==> src/rtl/dmem_arb_pkg.sv <==
// Shared types and defaults for the CPU/DMA data-memory arbiter.
package dmem_arb_pkg;

  typedef enum logic {
    CPU_PRI   = 1'b0,
    DMA_BURST = 1'b1
  } arb_state_t;

  localparam int unsigned DEF_STARVE_LIMIT = 4;
  localparam int unsigned DEF_MAX_BURST    = 4;

  // A counter that runs 0..limit-1 needs at least one bit even for limit 1.
  function automatic int unsigned cnt_width(input int unsigned limit);
    return (limit <= 1) ? 1 : $clog2(limit);
  endfunction

endpackage

==> src/rtl/arb_cnt.sv <==
// Clear/increment counter with a terminal-count flag at LIMIT-1.
module arb_cnt
  import dmem_arb_pkg::*;
#(
  parameter int unsigned LIMIT = 4,
  parameter int unsigned W     = cnt_width(LIMIT)
) (
  input  logic clk,
  input  logic reset,
  input  logic clr,
  input  logic inc,
  output logic tc
);

  localparam logic [W-1:0] LAST = W'(LIMIT - 1);

  logic [W-1:0] cnt_q;
  logic [W-1:0] cnt_d;

  always_comb begin
    cnt_d = cnt_q;
    if (clr) begin
      cnt_d = '0;
    end else if (inc) begin
      cnt_d = cnt_q + W'(1);
    end
  end

  always_ff @(posedge clk or negedge reset) begin
    if (!reset) begin
      cnt_q <= '0;
    end else begin
      cnt_q <= cnt_d;
    end
  end

  assign tc = (cnt_q == LAST);

endmodule

==> src/rtl/dmem_arbiter.sv <==
// Arbitrates the single-port dmem between the CPU data port and a DMA master;
// CPU wins by default, with a starvation counter forcing bounded DMA bursts.
module dmem_arbiter
  import dmem_arb_pkg::*;
#(
  parameter int unsigned DW           = 32,
  parameter int unsigned AW           = 32,
  parameter int unsigned STARVE_LIMIT = DEF_STARVE_LIMIT,
  parameter int unsigned MAX_BURST    = DEF_MAX_BURST
) (
  input  logic          clk,
  input  logic          reset,
  input  logic          cpu_req,
  input  logic          cpu_we,
  input  logic [AW-1:0] cpu_addr,
  input  logic [DW-1:0] cpu_wdata,
  output logic [DW-1:0] cpu_rdata,
  output logic          cpu_stall,
  input  logic          dma_req,
  input  logic          dma_we,
  input  logic [AW-1:0] dma_addr,
  input  logic [DW-1:0] dma_wdata,
  output logic          dma_gnt,
  output logic [DW-1:0] dma_rdata,
  output logic          dma_rvalid,
  output logic          mem_we,
  output logic [AW-1:0] mem_a,
  output logic [DW-1:0] mem_wd,
  input  logic [DW-1:0] mem_rd
);

  arb_state_t    state_q, state_d;
  logic          cpu_gnt;
  logic          wait_inc, wait_clr, wait_tc, starve_hit;
  logic          burst_inc, burst_clr, burst_tc, burst_end;
  logic          dma_rvalid_q, dma_rvalid_d;
  logic [DW-1:0] dma_rdata_q, dma_rdata_d;

  always_comb begin
    if (state_q == DMA_BURST) begin
      dma_gnt = dma_req;
      cpu_gnt = cpu_req & ~dma_req;
    end else begin
      cpu_gnt = cpu_req;
      dma_gnt = dma_req & ~cpu_req;
    end
    cpu_stall = cpu_req & ~cpu_gnt;
  end

  // In a burst dma_gnt tracks dma_req, so the limit check needs only burst_tc.
  always_comb begin
    wait_inc   = (state_q == CPU_PRI) & dma_req & cpu_gnt;
    starve_hit = wait_inc & wait_tc;
    wait_clr   = dma_gnt | starve_hit | (state_q != CPU_PRI);
    burst_inc  = (state_q == DMA_BURST) & dma_gnt;
    burst_end  = (state_q == DMA_BURST) & (~dma_req | burst_tc);
    burst_clr  = burst_end | (state_q != DMA_BURST);
    state_d    = state_q;
    if (starve_hit) begin
      state_d = DMA_BURST;
    end else if (burst_end) begin
      state_d = CPU_PRI;
    end
  end

  arb_cnt #(.LIMIT(STARVE_LIMIT)) u_wait_cnt (
    .clk   (clk),
    .reset (reset),
    .clr   (wait_clr),
    .inc   (wait_inc),
    .tc    (wait_tc)
  );

  arb_cnt #(.LIMIT(MAX_BURST)) u_burst_cnt (
    .clk   (clk),
    .reset (reset),
    .clr   (burst_clr),
    .inc   (burst_inc),
    .tc    (burst_tc)
  );

  always_comb begin
    if (dma_gnt) begin
      mem_a  = dma_addr;
      mem_wd = dma_wdata;
      mem_we = dma_we;
    end else begin
      mem_a  = cpu_addr;
      mem_wd = cpu_wdata;
      mem_we = cpu_we & cpu_gnt;
    end
    dma_rvalid_d = dma_gnt & ~dma_we;
    dma_rdata_d  = dma_rvalid_d ? mem_rd : dma_rdata_q;
  end

  always_ff @(posedge clk or negedge reset) begin
    if (!reset) begin
      state_q      <= CPU_PRI;
      dma_rvalid_q <= 1'b0;
      dma_rdata_q  <= '0;
    end else begin
      state_q      <= state_d;
      dma_rvalid_q <= dma_rvalid_d;
      dma_rdata_q  <= dma_rdata_d;
    end
  end

  assign cpu_rdata  = mem_rd;
  assign dma_rvalid = dma_rvalid_q;
  assign dma_rdata  = dma_rdata_q;

endmodule
==> config.mk <==
export PLATFORM = sky130hd
export DESIGN_NAME = dmem_arbiter
export DESIGN_NICKNAME = d
export VERILOG_FILES = /design/src/rtl/dmem_arb_pkg.sv /design/src/rtl/arb_cnt.sv /design/src/rtl/dmem_arbiter.sv
export SDC_FILE = /design/constraint.sdc
export NUM_CORES = 1
export LEC_CHECK = 0
export CELL_PAD_IN_SITES_DETAIL_PLACEMENT = 0
export CELL_PAD_IN_SITES_GLOBAL_PLACEMENT = 1
export CORE_ASPECT_RATIO = 1.75
export CORE_MARGIN = 5
export CORE_UTILIZATION = 20
export DETAILED_ROUTE_END_ITERATION = 10
export PLACE_DENSITY = 0.91
export REMOVE_ABC_BUFFERS = 1
export SKIP_CTS_REPAIR_TIMING = 1
export SLEW_MARGIN = 10
export SYNTH_ARGS = -nofsm -noshare
export SYNTH_HDL_FRONTEND = slang
export SYNTH_SLANG_ARGS = --single-unit
==> constraint.sdc <==
create_clock -name clk -period 4.5 [get_ports clk]
set_input_delay 0.45 -clock clk [delete_from_list [all_inputs] [get_ports clk]]
set_output_delay 0.45 -clock clk [all_outputs]
set_load 0.01 [all_outputs]
==> impl_metrics.csv, run 1 <==
group,metric,value,unit
power,total_power,1.40,mW
yosys,ys_types,23,
yosys,seq_area_frac_synth,37.6,%
placement,hpwl,11900,um
critical_path,rr_worst_depth,4,
hold_path,hold_path_class,"in2async",
timing,hold_slack,0.284,ns
die,die_w,95.0,um
power,ir_drop,0.162,mV
power,seqPwrFrac,31.0,%
finish,nNetsFinal,629,
finish,syn_to_final_growth,119,%
critical_path,worstReg2RegEnd,"dma_rdata[18]$_DFFE_PN0P_",
routing,drc_errors,0,
timing,fin_worst_skew,0.00373,ns
timing,rsz0062_at_grt,"false",
critical_path,critPathCaptureType,"output pin",
clock_tree,worstSkewPairLatency,0.28,ns
power,leakage,2.14,nW
critical_path,start_kind,"input port",
power,p_int,1.02,mW
placement,portBuffers,297,
yosys,synth_compound_gate_area_share,1.14,%
routing,num_vias,2589,
timing,fin_tns_setup,0,ns
die,rows,54,
placement,pre_cts_ws,0.912,ns
timing,setup_viol,0,
power,p_sw,0.378,mW
global_routing,grt_max_degree,39,
timing,slew_violations,0,
timing,setup_slack,0.940,ns
critical_path,r2r-start,"state_q$_DFFE_PN0P_",
yosys,synthAdderAreaFrac,0.990,%
clock_tree,cts_tree,"done",
global_routing,grt-ovfl-total,0,
power,power_switching_share,26.9,%
timing,worst_pin_slew,0.902,ns
die,coreArea,0.0124,mm^2
clock_tree,cts-buffers-inserted,5,
placement,placed_area,0.00541,mm^2
routing,dr.pass1.iters,4,
timing,relSlewSlack,39.7,%
routing,wl_per_cell,21.0,um
global_routing,antenna_found_initial,1,
routing,postRouteWirelength,13200,um
timing,fmax,0.281,GHz
job,max-cap-violations,0,
global_routing,grt_pass1_vias,2994,
routing,avgViaCountPerCell,4.12,
clock_tree,clock-sinks,38,
critical_path,cp_data_arrival_time,3.11,ns
die,ioPinCount,298,
die,die-area,0.0151,mm^2
yosys,synth_top_family_by_area,"multiplexers",
global_routing,grt_pass1_wl,18700,um
finish,diodes,0,
clock_tree,h-tree-depth,2,
yosys,yosys_register_bits,38,
yosys,synthArstFlopShare,100,%
clock_tree,cts.reportedPaths.clkPinSlew,0.05,ns
clock_tree,clockRootBuffer,"clkbuf_16",
placement,place_congestion,0.818,
power,clkPwrFrac,23.4,%
clock_tree,cts_buffer_depth,2,
power,p_comb_share,45.6,%
timing,min_period,3.56,ns
yosys,yosys_warnings,0,
global_routing,grt_usage,17.1,%
critical_path,r2r_setup_slack,2.87,ns
yosys,synth_simple_gate_area_share,4.01,%
routing,drt_iter0_drc,56,
yosys,synth-main-ff-cell,"dfrtp_1",
finish,drive_above_1_share,22.3,%
yosys,synth_xor_area_share,0,%
timing,finalCritPeriodShare,79.1,%
die,start_util,20.3,%
yosys,syn_area,0.00253,mm^2
routing,antenna_left,0,
yosys,synth-edff-count,0,
yosys,muxShareOfSynthArea,42.8,%
yosys,avgSynthCellArea,12.9,um^2
die,die_y,159,um
timing,hold_violations,0,
critical_path,crit_required,4.05,ns
power,powerDensity,253,mW/mm^2
critical_path,worstSetupPathType,"in2out",
run_status,status,"finished clean",
critical_path,cp_max_fo,31,
finish,post-route-cell-area,0.00554,mm^2
yosys,synthCells,196,
## cells in the final DEF, fill, tap and decap left out
master           count
inv_1                1
buf_4                2
mux2_1               7
a22o_1               1
buf_12               1
a21oi_1              2
nand2b_1             2
ha_1                 2
nand3b_1             1
clkbuf_16            5
dfrtp_1             38
clkdlybuf4s50_1    296
nor3b_1              1
nor3_1               1
mux2_2              89
nand2_1              1
a32o_1               1
and2_1               1
clkinv_2             2
and3_1               1
buf_2                1
nor2b_4              2
nor2b_1              1
nor3b_4              1
nand3_1              1
## routing by layer
metal  up-vias  GRT usage, %  share of wire [%]
li1       1197             -                  -
met1      1154          21.1                 41
met2       225          26.7                 44
met3        11          7.62                 14
met4         2          4.73                1.6
met5         -             0              0.098
## synth_stat cells (all sizes together) (2+ instances only)
library cell | count | area, um^2
dfrtp | 38 | 951
nor3b | 2 | 26.3
a21oi | 2 | 10.0
ha | 2 | 25.0
mux2 | 96 | 1080
nand2b | 2 | 12.5
nor2b | 3 | 28.8
buf | 42 | 337
## critical path, stage by stage
cell	delay (ns)
clkdlybuf4s50_1	0.63
nor2b_4	0.80
buf_4	0.36
mux2_2	0.37
clkdlybuf4s50_1	0.50
## registers in the layout (all words and copies together) (netlist names)
register,flops
state_q,1
u_burst_cnt.cnt_q,2
dma_rdata,32
dma_rvalid,1
u_wait_cnt.cnt_q,2
## power by group through the flow
stage	clock network, mW	logic, mW	registers, mW
after floorplan	0	0.161	0.468
after global placement	0	0.642	0.438
after detailed placement	0	0.648	0.442
after CTS	0.340	0.651	0.436
after global routing	0.352	0.679	0.445
final	0.328	0.640	0.435
## kinds of logic (layout without fill, tap and decap cells)
kind of cell	count (synthesis)	in the layout
flops	38	38
compound gates	4	4
buf+inv	43	308
mux	96	96
fa+ha+maj	2	2
simple gates	13	13
## metrics by stage
step	util, %	cells
floorplan	-	154
global placement	43.5	622
detailed placement	43.5	622
CTS	44.6	629
global route	44.6	629
finish	44.6	629
## final cells by class
type / instances / area [um^2]
Inverter: 1 / 3.75
Clock inverter: 2 / 10.0
Clock buffer: 5 / 125
Multi-Input combinational cell: 115 / 1240
Timing Repair Buffer: 300 / 3000
Fill cell: 1173 / 6890
Sequential cell: 38 / 951
Tap cell: 168 / 210
## worst max path at each step
stage | endpoint | depth (start not counted) | from | slack [ns]
6_report | mem_a[20] | 5 | dma_req | 0.94
5_1_grt | mem_a[20] | 5 | dma_req | 0.80
4_1_cts | mem_a[20] | 5 | dma_req | 0.90
3_5_place_dp | mem_a[20] | 5 | dma_req | 0.91
3_3_place_gp | mem_a[2] | 5 | dma_req | 1.06
2_1_floorplan | mem_a[0] | 3 | cpu_req | 1.23
Note: power is estimated with default switching activity, not from simulation.
==> inputs of run 2 (changes only) <==
--- a/config.mk
+++ b/config.mk
@@ -9,9 +9,9 @@
 export CELL_PAD_IN_SITES_GLOBAL_PLACEMENT = 1
 export CORE_ASPECT_RATIO = 1.75
 export CORE_MARGIN = 5
-export CORE_UTILIZATION = 20
+export CORE_UTILIZATION = 16
 export DETAILED_ROUTE_END_ITERATION = 10
-export PLACE_DENSITY = 0.91
+export PLACE_DENSITY = 0.79
 export REMOVE_ABC_BUFFERS = 1
 export SKIP_CTS_REPAIR_TIMING = 1
 export SLEW_MARGIN = 10
==> constraint.sdc (replaced) <==
create_clock -name clk -period 3.25 [get_ports clk]
set_input_delay 0.325 -clock clk [delete_from_list [all_inputs] [get_ports clk]]
set_output_delay 0.325 -clock clk [all_outputs]
set_load 0.01 [all_outputs]
==> impl_metrics.csv, run 2 (synthesis results as in run 1) <==
group,metric,value,unit
placement,placed_area,0.00543,mm^2
routing,postRouteWirelength,11900,um
die,ioPinCount,298,
critical_path,cp_slowest_cell,"clkdlybuf4s50_1",
power,clkPwrFrac,24.9,%
clock_tree,cts-buffers-inserted,5,
timing,fmax,0.369,GHz
critical_path,critPathMaxStageDelay,0.61,ns
finish,post-route-cell-area,0.00558,mm^2
job,max-cap-violations,0,
critical_path,worstSetupPathType,"in2out",
global_routing,antenna_found_initial,0,
timing,min_period,2.71,ns
placement,pre_cts_ws,0.499,ns
timing,hold_violations,0,
routing,dr.pass1.iters,3,
routing,avgViaCountPerCell,4.01,
placement,place_congestion,0.852,
timing,rsz0062_at_grt,"false",
finish,nFillCells,1529,
timing,finalCritPeriodShare,83.4,%
global_routing,grt_pass1_vias,3052,
finish,drive_above_1_share,22.5,%
power,p_int,1.45,mW
power,total_power,1.96,mW
timing,setup_slack,0.540,ns
critical_path,cpMostUsedCell,"clkdlybuf4s50_1",
placement,dp.cells,640,
power,leakage,2.15,nW
routing,antenna_left,0,
power,powerDensity,351,mW/mm^2
routing,num_vias,2599,
routing,drc_errors,0,
finish,layout_commonest_cell,"clkdlybuf4s50_1",
clock_tree,cts.reportedPaths.clkPinSlew,0.06,ns
critical_path,path_buf_inv,3,
routing,drt_iter0_drc,14,
timing,relSlewSlack,43.4,%
die,die_y,176,um
critical_path,crit_required,2.92,ns
clock_tree,h-tree-depth,2,
global_routing,grt_max_degree,54,
clock_tree,clock-sinks,38,
critical_path,cp_data_arrival_time,2.39,ns
die,rows,60,
power,power_switching_share,26.3,%
critical_path,rr_worst_depth,4,
clock_tree,worstSkewPairLatency,0.28,ns
finish,instances_no_fill,648,
routing,wl_per_cell,18.4,um
power,seqPwrFrac,30.7,%
critical_path,cp_max_fo,53,
clock_tree,clockRootBuffer,"clkbuf_16",
power,p_sw,0.516,mW
run_status,status,"finished clean",
timing,worst_pin_slew,0.849,ns
finish,largest_reg_flops,32,
timing,slew_violations,0,
die,coreArea,0.0155,mm^2
critical_path,critPathCaptureType,"output pin",
clock_tree,cts_buffer_depth,2,
placement,portBuffers,297,
hold_path,hold_path_class,"in2async",
critical_path,cp.depth,5,
critical_path,start_kind,"input port",
critical_path,path_cells,"clkdlybuf4s50_1, nor2b_4, buf_12, mux2_2, clkdlybuf4s50_1",
die,start_util,16.3,%
power,ir_drop,0.220,mV
timing,setup_viol,0,
finish,nNetsFinal,629,
die,die_w,105,um
clock_tree,cts_tree,"done",
critical_path,crit_family,"buffers and inverters",
finish,syn_to_final_growth,121,%
die,die-area,0.0185,mm^2
global_routing,grt_pass1_wl,17600,um
global_routing,grt_usage,12.3,%
timing,fin_tns_setup,0,ns
placement,hpwl,10700,um
finish,layout_common_cells,"clkdlybuf4s50_1 (296), mux2_2 (89), dfrtp_1 (38)",
power,p_comb_share,44.4,%
global_routing,grt-ovfl-total,0,
finish,diodes,0,
timing,fin_worst_skew,0.00237,ns
[run 2: routing by layer]
| metal | wire, um | vias to the layer above | track usage, % |
|---|---|---|---|
| met5 | 0 | - | 0 |
| met4 | 170 | 0 | 3.52 |
| met3 | 1790 | 7 | 7.03 |
| met2 | 6140 | 221 | 22.5 |
| met1 | 3840 | 1174 | 11.6 |
| li1 | - | 1197 | - |
[run 2: layout make-up]
type,instances,area (um^2),area share (%)
clock buffers,6,139,2.49
well taps,186,233,4.17
clock inverters,2,12.5,0.224
multi-input cells,115,1240,22.2
flip-flops and latches,38,951,17.0
inverters,1,3.75,0.0672
repair buffers,300,3000,53.8
[run 2: power by group through the flow]
stage / registers [mW] / logic [mW] / clock network (mW)
2_1_floorplan: 0.648 / 0.223 / 0
3_3_place_gp: 0.607 / 0.873 / 0
3_5_place_dp: 0.612 / 0.886 / 0
4_1_cts: 0.603 / 0.891 / 0.514
5_1_grt: 0.614 / 0.929 / 0.530
6_report: 0.602 / 0.871 / 0.488
[run 2: metrics by stage]
| step | hold slack, ns | util, % |
|---|---|---|
| 4_1_cts | 0.176 | 36.1 |
| 3_3_place_gp | 0.425 | 35.1 |
| 5_1_grt | 0.246 | 36.1 |
| 2_1_floorplan | 0.0294 | - |
| 6_report | 0.159 | 36.1 |
| 3_5_place_dp | 0.446 | 35.1 |
[run 2: final timing paths]
check / to / from / slack [ns]
setup / recovery: mem_a[22] / dma_req / 0.54
hold / removal: dma_rdata[9]$_DFFE_PN0P_ / reset / 0.16
setup reg to reg: dma_rdata[5]$_DFFE_PN0P_ / state_q$_DFFE_PN0P_ / 1.59
hold reg to reg: u_burst_cnt.cnt_q[0]$_DFFE_PN0P_ / u_burst_cnt.cnt_q[0]$_DFFE_PN0P_ / 0.45
max in group asynchronous: dma_rdata[29]$_DFFE_PN0P_ / reset / 2.56
min in group clk: u_burst_cnt.cnt_q[0]$_DFFE_PN0P_ / u_burst_cnt.cnt_q[0]$_DFFE_PN0P_ / 0.45
==> inputs of run 3 (changes only) <==
--- a/config.mk
+++ b/config.mk
@@ -9,9 +9,9 @@
 export CELL_PAD_IN_SITES_GLOBAL_PLACEMENT = 1
 export CORE_ASPECT_RATIO = 1.75
 export CORE_MARGIN = 5
-export CORE_UTILIZATION = 16
+export CORE_UTILIZATION = 18
 export DETAILED_ROUTE_END_ITERATION = 10
-export PLACE_DENSITY = 0.79
+export PLACE_DENSITY = 0.84
 export REMOVE_ABC_BUFFERS = 1
 export SKIP_CTS_REPAIR_TIMING = 1
 export SLEW_MARGIN = 10
==> constraint.sdc (replaced) <==
create_clock -name clk -period 2.6 [get_ports clk]
set_input_delay 0.26 -clock clk [delete_from_list [all_inputs] [get_ports clk]]
set_output_delay 0.26 -clock clk [all_outputs]
set_load 0.01 [all_outputs]
==> impl_metrics.csv, run 3 (synthesis results as in run 1) <==
group,metric,value,unit
routing,postRouteWirelength,13000,um
clock_tree,cts.reportedPaths.clkPinSlew,0.06,ns
routing,wl_per_cell,20.3,um
job,max-cap-violations,0,
critical_path,worstSetupPathType,"in2out",
die,start_util,18.3,%
clock_tree,worstSkewPairLatency,0.28,ns
global_routing,grt_pass1_wl,18500,um
timing,rsz0062_at_grt,"true",
critical_path,rr_worst_depth,4,
timing,hold_violations,0,
critical_path,cp_max_fo,43,
critical_path,startpoint,"cpu_req",
clock_tree,cts_buffer_depth,2,
critical_path,r2r_setup_slack,0.94,ns
global_routing,antenna_found_initial,4,
critical_path,cp_data_arrival_time,2.29,ns
placement,place_congestion,0.821,
timing,fin_worst_skew,0.00489,ns
power,powerDensity,439,mW/mm^2
timing,worst_pin_slew,0.844,ns
power,leakage,2.20,nW
timing,setup_viol,0,
die,coreArea,0.0138,mm^2
placement,portBuffers,297,
power,total_power,2.46,mW
critical_path,crit_family,"buffers and inverters",
die,die_y,167,um
timing,finalCritPeriodShare,98.1,%
clock_tree,clockRootBuffer,"clkbuf_16",
timing,hold_slack,0.0869,ns
global_routing,grt_pass1_vias,2927,
finish,layout_common_cells,"clkdlybuf4s50_1 (291), mux2_2 (89), dfrtp_1 (38)",
finish,nNetsFinal,630,
placement,pre_cts_ws,-0.0464,ns
routing,antenna_left,0,
routing,dr.pass1.iters,4,
global_routing,grt_usage,15.1,%
die,rows,57,
clock_tree,cts_tree,"done",
routing,drt_iter0_drc,27,
timing,setup_slack,0.0488,ns
placement,hpwl,11700,um
clock_tree,h-tree-depth,2,
timing,min_period,2.55,ns
finish,largest_reg_flops,32,
finish,nFillCells,1331,
timing,slew_violations,0,
timing,relSlewSlack,43.7,%
clock_tree,cts-buffers-inserted,5,
critical_path,r2r-start,"state_q$_DFFE_PN0P_",
global_routing,grt_max_degree,44,
routing,avgViaCountPerCell,4.05,
clock_tree,clock-sinks,38,
run_status,status,"finished clean",
power,ir_drop,0.189,mV
die,die_w,99.6,um
critical_path,start_kind,"input port",
hold_path,hold_path_class,"in2async",
routing,num_vias,2594,
routing,drc_errors,0,
critical_path,worstReg2RegEnd,"dma_rdata[1]$_DFFE_PN0P_",
global_routing,grt-ovfl-total,0,
critical_path,cp_slowest_cell,"clkdlybuf4s50_1",
critical_path,path_buf_inv,3,
critical_path,critPathCaptureType,"output pin",
die,ioPinCount,298,
finish,layout_commonest_cell,"clkdlybuf4s50_1",
finish,drive_above_1_share,22.5,%
critical_path,crit_required,2.34,ns
critical_path,path_cells,"clkdlybuf4s50_1, nor2b_4, nor2b_4, buf_12, mux2_2, clkdlybuf4s50_1",
timing,fmax,0.392,GHz
critical_path,critPathMaxStageDelay,0.50,ns
finish,syn_to_final_growth,121,%
die,die-area,0.0166,mm^2
## run 3: worst reg2reg max path, delay by kind of cell, from the launching register on
kind / cells / cell delay, ns
simple gates: 2 / 0.25
mux: 1 / 0.41
flops: 1 / 0.47
buf+inv: 1 / 0.41
## run 3: how the worst max path moves through the flow
stage	slack, ns	depth (start not counted)	end
2_1_floorplan	-0.40	3	mem_a[0]
3_3_place_gp	0.02	6	mem_wd[27]
3_5_place_dp	-0.05	6	mem_wd[27]
4_1_cts	-0.05	6	mem_wd[27]
5_1_grt	-0.02	6	mem_wd[15]
6_report	0.05	6	mem_wd[15]
## run 3: routing by layer
layer  part of all wire (%)  global-route usage (%)
met5                   0.27                       0
met4                   0.98                    3.39
met3                     15                    8.54
met2                     44                    23.5
met1                     40                    18.1
## run 3: cell type report
type,count,area (um^2),area share [%]
antenna,1,2.50,0.0447
sequential,38,951,17.0
clock inverter,1,5.00,0.0894
clock buffer,7,143,2.55
inverter,1,3.75,0.0671
timing repair buffer,301,3030,54.1
tap,177,221,3.96
multi-input combinational,115,1240,22.2
## run 3: through the flow
| stage | instances | setup TNS, ns | cell area [um^2] | util (%) |
|---|---|---|---|---|
| after floorplan | 154 | -25.25 | 2190 | - |
| after global placement | 632 | 0 | 5430 | 39.2 |
| after detailed placement | 632 | -0.132 | 5430 | 39.2 |
| after CTS | 640 | -0.169 | 5580 | 40.3 |
| after global routing | 640 | -0.0219 | 5600 | 40.4 |
| final | 641 | 0 | 5600 | 40.5 |
## run 3: where the power goes
| part | switching (mW) | leakage, nW | internal (mW) |
|---|---|---|---|
| registers | 0.0519 | 0.460 | 0.700 |
| logic | 0.375 | 1.67 | 0.729 |
| clock network | 0.222 | 0.0739 | 0.380 |
| total | 0.649 | 2.20 | 1.81 |
